==> src/rtl/alu_pkg.sv <==
// Shared ALU definitions for the sequential divider.
//   - DIV_WIDTH     : default operand/result width.
//   - DIV_ZERO_QUOT : quotient reported for a zero divisor (all ones).
//   - div_state_e   : divider FSM encoding (idle / iterating / result pulse).
//   - cla4()        : 4-bit carry-lookahead add slice, {carry_out, sum}.
package alu_pkg;

   localparam int unsigned DIV_WIDTH = 32;
   localparam logic [DIV_WIDTH-1:0] DIV_ZERO_QUOT = '1;

   typedef enum logic [1:0] {
      StIdle = 2'd0,
      StCalc = 2'd1,
      StDone = 2'd2
   } div_state_e;

   // Same slice structure as the adder datapath: full lookahead inside 4 bits.
   function automatic logic [4:0] cla4(input logic [3:0] a, input logic [3:0] b,
                                       input logic cin);
      logic [3:0] g;
      logic [3:0] p;
      logic [4:0] c;
      g    = a & b;
      p    = a ^ b;
      c[0] = cin;
      c[1] = g[0] | (p[0] & cin);
      c[2] = g[1] | (p[1] & g[0]) | (p[1] & p[0] & cin);
      c[3] = g[2] | (p[2] & g[1]) | (p[2] & p[1] & g[0]) | (p[2] & p[1] & p[0] & cin);
      c[4] = g[3] | (p[3] & g[2]) | (p[3] & p[2] & g[1]) | (p[3] & p[2] & p[1] & g[0])
           | ((&p) & cin);
      return {c[4], p ^ c[3:0]};
   endfunction

endpackage

==> src/rtl/div_step.sv <==
// One restoring-division iteration, purely combinational.
//   i_rem_acc / i_quo_acc : current partial remainder / quotient working register
//   i_divisor             : latched divisor
//   o_rem_acc / o_quo_acc : working register after shift and trial subtract
module div_step
   import alu_pkg::*;
#(
   parameter int unsigned WIDTH = DIV_WIDTH
) (
   input  logic [WIDTH-1:0] i_rem_acc,
   input  logic [WIDTH-1:0] i_quo_acc,
   input  logic [WIDTH-1:0] i_divisor,
   output logic [WIDTH-1:0] o_rem_acc,
   output logic [WIDTH-1:0] o_quo_acc
);

   // Trial subtract is WIDTH+1 bits, padded up to whole 4-bit slices.
   localparam int unsigned NSLICE = (WIDTH + 4) / 4;
   localparam int unsigned NBITS  = 4 * NSLICE;

   logic [NBITS-1:0] w_a;
   logic [NBITS-1:0] w_b_n;
   logic [NBITS-1:0] w_sum;
   logic [NSLICE:0]  w_carry;
   logic             w_no_borrow;
   logic             w_unused_sum;

   // Shifted remainder keeps the bit that falls out of rem_acc, so a set MSB
   // can never produce a false borrow.
   assign w_a        = NBITS'({i_rem_acc, i_quo_acc[WIDTH-1]});
   assign w_b_n      = ~NBITS'(i_divisor);
   assign w_carry[0] = 1'b1;

   for (genvar s = 0; s < NSLICE; s++) begin : g_slice
      assign {w_carry[s+1], w_sum[4*s +: 4]} = cla4(w_a[4*s +: 4], w_b_n[4*s +: 4], w_carry[s]);
   end

   // A + ~B + 1 carries out exactly when A >= B.
   assign w_no_borrow  = w_carry[NSLICE];
   assign w_unused_sum = ^w_sum[NBITS-1:WIDTH];

   // On success the difference is below the divisor, so it fits WIDTH bits.
   assign o_rem_acc = w_no_borrow ? w_sum[WIDTH-1:0] : w_a[WIDTH-1:0];
   assign o_quo_acc = {i_quo_acc[WIDTH-2:0], w_no_borrow};

endmodule

==> src/rtl/seq_divider.sv <==
// Multi-cycle unsigned restoring divider with start/done handshake.
//   clk, rst_n          : clock, asynchronous active-low reset
//   start               : request, accepted only in idle or the done cycle
//   dividend, divisor   : operands, captured on the accepting edge
//   busy                : high during the WIDTH iteration cycles
//   done                : one-cycle pulse, results valid in that cycle
//   quotient, remainder : results, held until the next accepted start
//   div_by_zero         : captured divisor was zero (quotient all ones)
module seq_divider
   import alu_pkg::*;
#(
   parameter int unsigned WIDTH = DIV_WIDTH,
   parameter int unsigned CNT_W = 6
) (
   input  logic             clk,
   input  logic             rst_n,
   input  logic             start,
   input  logic [WIDTH-1:0] dividend,
   input  logic [WIDTH-1:0] divisor,
   output logic             busy,
   output logic             done,
   output logic [WIDTH-1:0] quotient,
   output logic [WIDTH-1:0] remainder,
   output logic             div_by_zero
);

   div_state_e       r_state, w_state_d;
   logic [CNT_W-1:0] r_cnt, w_cnt_d;
   logic [WIDTH-1:0] r_divisor, w_divisor_d;
   logic [WIDTH-1:0] r_rem_acc, w_rem_acc_d;
   logic [WIDTH-1:0] r_quo_acc, w_quo_acc_d;
   logic [WIDTH-1:0] r_quotient, w_quotient_d;
   logic [WIDTH-1:0] r_remainder, w_remainder_d;
   logic             r_dbz, w_dbz_d;

   logic [WIDTH-1:0] w_step_rem;
   logic [WIDTH-1:0] w_step_quo;
   logic             w_accept;
   logic             w_zero_in;
   logic             w_last;

   assign w_accept  = start && (r_state == StIdle || r_state == StDone);
   assign w_zero_in = (divisor == '0);
   assign w_last    = (r_cnt == CNT_W'(1));

   div_step #(
      .WIDTH (WIDTH)
   ) u_step (
      .i_rem_acc (r_rem_acc),
      .i_quo_acc (r_quo_acc),
      .i_divisor (r_divisor),
      .o_rem_acc (w_step_rem),
      .o_quo_acc (w_step_quo)
   );

   // State register
   always_ff @(posedge clk or negedge rst_n) begin
      if (!rst_n) r_state <= StIdle;
      else        r_state <= w_state_d;
   end

   // Next-state logic
   always_comb begin
      w_state_d = r_state;
      case (r_state)
         StIdle, StDone: begin
            if (w_accept) w_state_d = w_zero_in ? StDone : StCalc;
            else          w_state_d = StIdle;
         end
         StCalc:  if (w_last) w_state_d = StDone;
         default: w_state_d = StIdle;
      endcase
   end

   // Outputs
   always_comb begin
      busy = (r_state == StCalc);
      done = (r_state == StDone);
   end

   // Datapath next-state
   always_comb begin
      w_cnt_d       = r_cnt;
      w_divisor_d   = r_divisor;
      w_rem_acc_d   = r_rem_acc;
      w_quo_acc_d   = r_quo_acc;
      w_quotient_d  = r_quotient;
      w_remainder_d = r_remainder;
      w_dbz_d       = r_dbz;
      if (w_accept) begin
         w_divisor_d = divisor;
         w_rem_acc_d = '0;
         w_quo_acc_d = dividend;
         w_dbz_d     = w_zero_in;
         if (w_zero_in) begin
            w_quotient_d  = {WIDTH{DIV_ZERO_QUOT[0]}};
            w_remainder_d = dividend;
            w_cnt_d       = '0;
         end else begin
            w_cnt_d = CNT_W'(WIDTH);
         end
      end else if (r_state == StCalc) begin
         w_rem_acc_d = w_step_rem;
         w_quo_acc_d = w_step_quo;
         w_cnt_d     = r_cnt - CNT_W'(1);
         if (w_last) begin
            w_quotient_d  = w_step_quo;
            w_remainder_d = w_step_rem;
         end
      end
   end

   always_ff @(posedge clk or negedge rst_n) begin
      if (!rst_n) begin
         r_cnt       <= '0;
         r_divisor   <= '0;
         r_rem_acc   <= '0;
         r_quo_acc   <= '0;
         r_quotient  <= '0;
         r_remainder <= '0;
         r_dbz       <= 1'b0;
      end else begin
         r_cnt       <= w_cnt_d;
         r_divisor   <= w_divisor_d;
         r_rem_acc   <= w_rem_acc_d;
         r_quo_acc   <= w_quo_acc_d;
         r_quotient  <= w_quotient_d;
         r_remainder <= w_remainder_d;
         r_dbz       <= w_dbz_d;
      end
   end

   assign quotient    = r_quotient;
   assign remainder   = r_remainder;
   assign div_by_zero = r_dbz;

endmodule

==> config.mk <==
export PLATFORM = sky130hd
export DESIGN_NAME = seq_divider
export DESIGN_NICKNAME = d
export VERILOG_FILES = /design/src/rtl/alu_pkg.sv /design/src/rtl/div_step.sv /design/src/rtl/seq_divider.sv
export SDC_FILE = /design/constraint.sdc
export NUM_CORES = 1
export LEC_CHECK = 0
export ABC_AREA = 1
export CAP_MARGIN = 5
export CORE_UTILIZATION = 30
export DETAILED_ROUTE_END_ITERATION = 8
export GPL_TIMING_DRIVEN = 0
export SYNTH_ARGS = -nofsm -noshare
export SYNTH_HDL_FRONTEND = slang
export SYNTH_HIERARCHICAL = 1
export SYNTH_SLANG_ARGS = --single-unit
==> constraint.sdc <==
create_clock -name clk -period 8.48 [get_ports clk]
set_input_delay 0.848 -clock clk [delete_from_list [all_inputs] [get_ports clk]]
set_output_delay 0.848 -clock clk [all_outputs]
set_load 0.01 [all_outputs]
==> results.tsv <==
metric	value	unit
status	finished clean	
clk sinks	169	
nets	1462	
post-synth top area share	45.5	%
P&R area growth vs syn	26.5	%
Yosys top cell by area	dfrtp_1	
slew margin rel.	45.8	%
critical path launch point type	flip-flop	
Max-cap violations	0	
CTS buffer count	17	
Critical Path Source	r_rem_acc[0]$_DFFE_PN0P_	
number of synthesized register bits	169	
Final setup viols	0	
share of post-route cells with drive strength above 1	8.71	%
Worst-path clk slew	0.07	ns
DRT iter0 DRCs	482	
post-CTS resize count	0	
cells after synthesis	1200	
vias per inst	4.53	
leading post-synthesis cells by cell area	dfrtp_1, nand2_1, inv_1	
CTS tree	done	
number of global-route vias before repair	7645	
Initial Util	30.5	%
Clock Latency Late Sink	0.44	ns
antenna violations before repair	0	
Arr. time, crit path	3.60	ns
Max Slew Vio Count	0	
H-tree depth	4	
Yosys cell types	33	
most numerous cell in the Yosys netlist	nand2_1	
Tot GR Track Use	16.7	%
Net Count, Synth	1309	
min cycle time layout	3.22	ns
post-CTS setup buffer count	0	
die area	0.0317	mm²
WP data required	8.86	ns
period utilisation layout	37.9	%
Die W	178	µm
clk_skew	0.00640	ns
Max VDD drop	0.165	mV
ys async rst share	100	%
Ys Warns	6	
Min-Delay Path Class	in2async	
GPL Wtd Cong	0.828	
Power per Cell Area	464	mW/mm²
crit end category	flip-flop	
wire per inst	14.6	µm
Fmax	311	MHz
root buffer cell	clkbuf_16	
Reg2Reg Setup Slack	5.26	ns
syn_area_per_cell	7.74	µm²
Worst-Margin Slew	0.792	ns
row count	64	
Syn Std Cell Area	0.00929	mm²
RSZ-0062 raised after global routing	false	
final wirelength	25.8	mm
DRC viols	0	
EDFF count, synth	0	
Post-DRT Antenna Nets	0	
Pleak	5.80	nW
Worst R2R Path Depth	27	
# port buffers	133	
sequential area share after synthesis	45.5	%
CP max FO	10	
Post-synth top cells	nand2_1, dfrtp_1, inv_1, o21ai_0, nand3_1	
# hold bufs at CTS	0	
final total power	0.00545	W
critical path class	reg2reg	
CORE AREA	0.0305	mm²
Reg-to-Reg Start	r_rem_acc[0]$_DFFE_PN0P_	
R2R Path End	remainder[14]$_DFFE_PN0P_	
num ports	134	
die outline height	178	µm
Fin. Hold Viols	0	
largest net degree at the start of global routing	102	
total grt overflow	0	
Initial DRT Pass Iterations	5	
clk buf depth	2	
Most used DFF post-synth	dfrtp_1	
Min Hold Slack	0.368	ns
hpwl dp	19.8	mm
first-pass GRT wire length	40.5	mm
ant diodes	0	
vias	7976	
## kinds of logic (layout without fill, tap and decap cells)
group,after synthesis,after routing,share of synthesized area (%)
XOR/XNOR,20,20,1.89
buffers and inverters,227,393,11.6
AO/OA/AOI/OAI,155,155,9.56
flip-flops,169,169,45.5
AND/OR/NAND/NOR,587,587,25.2
adder cells (fa/ha/maj),42,42,6.22
## through the flow
stage                     instances  TNS [ns]  utilization, %  area, µm²  setup WS, ns
after CTS                      1762         0            38.5      11800          5.30
after global routing           1762         0            38.5      11800          4.90
after floorplan                1200         0               -       9290          5.80
after detailed placement       1730         0            36.5      11200          5.31
after global placement         1729   -105.52            36.4      11100        -0.642
final                          1762         0            38.5      11800          5.26
## worst max path at each step
stage | to | depth (start not counted)
after floorplan | remainder[29]$_DFFE_PN0P_ | 25
after global placement | r_divisor[4]$_DFFE_PN0P_ | 1
after detailed placement | remainder[21]$_DFFE_PN0P_ | 28
after CTS | remainder[14]$_DFFE_PN0P_ | 27
after global routing | remainder[19]$_DFFE_PN0P_ | 25
final | remainder[14]$_DFFE_PN0P_ | 27
## state kept, by name, indices dropped and copies added, names as in the netlist
| register | count |
|---|---|
| div_by_zero | 1 |
| r_state | 2 |
| remainder | 32 |
| r_cnt | 6 |
| r_divisor | 32 |
| quotient | 32 |
| r_rem_acc | 32 |
| r_quo_acc | 32 |
## per-layer routing
layer  global-route usage, %  share of wire [%]
met1                    22.2                 46
met3                    2.69                4.3
met5                       0                  0
met2                    27.6                 48
met4                    5.27                1.9
## layout make-up
type	instances	area, µm²
plain buffers	90	558
clock buffers	18	439
clock inverters	14	161
fillers	3129	18800
inverters	137	517
multi-input cells	804	3990
flip-flops and latches	169	4230
well taps	396	495
repair buffers	134	1360
## placed cells by master (no fill, tap or decap), drive strengths merged
| master | n |
|---|---|
| a2111oi | 1 |
| a211oi | 2 |
| a21oi | 17 |
| buf | 71 |
| bufinv | 2 |
| clkbuf | 39 |
| clkdlybuf4s50 | 132 |
| clkinv | 3 |
| clkinvlp | 2 |
| dfrtp | 169 |
| fa | 7 |
| ha | 35 |
| inv | 144 |
| nand2 | 458 |
| nand3 | 80 |
| nand4 | 3 |
| nor2 | 43 |
| nor3 | 2 |
| o211ai | 32 |
| o21ai | 101 |
| o221ai | 1 |
| o22ai | 1 |
| or2 | 1 |
| xnor2 | 6 |
| xor2 | 14 |
## where the power goes
| group | leakage (nW) | internal [W] | switching, W | total (W) |
|---|---|---|---|---|
| registers | 2.05 | 0.00123 | 0.000277 | 0.00151 |
| clock network | 0.291 | 0.000450 | 0.000359 | 0.000809 |
| logic | 3.45 | 0.00134 | 0.00179 | 0.00313 |
| total | 5.80 | 0.00302 | 0.00243 | 0.00545 |
## worst max-delay path, stage by stage (launching register included)
cell     delay (ns)
dfrtp_1        0.41
ha_1           0.34
nand2_1        0.09
nand3_2        0.10
nand2_1        0.07
nand2_1        0.09
nand2_1        0.07
nand2_1        0.07
nand2_1        0.06
nand2_1        0.07
nand2_1        0.07
nand2_1        0.07
nand2_1        0.07
nand2_1        0.07
nand2_1        0.08
nand2_2        0.08
nand2_2        0.08
nand2_2        0.09
nand2_2        0.09
nand2_4        0.10
inv_4          0.13
buf_2          0.21
nand2_1        0.06
o21ai_0        0.09
inv_1          0.12
o21ai_0        0.23
nand2_1        0.09
nand2_1        0.06
Note: power is estimated with default switching activity, not from simulation.
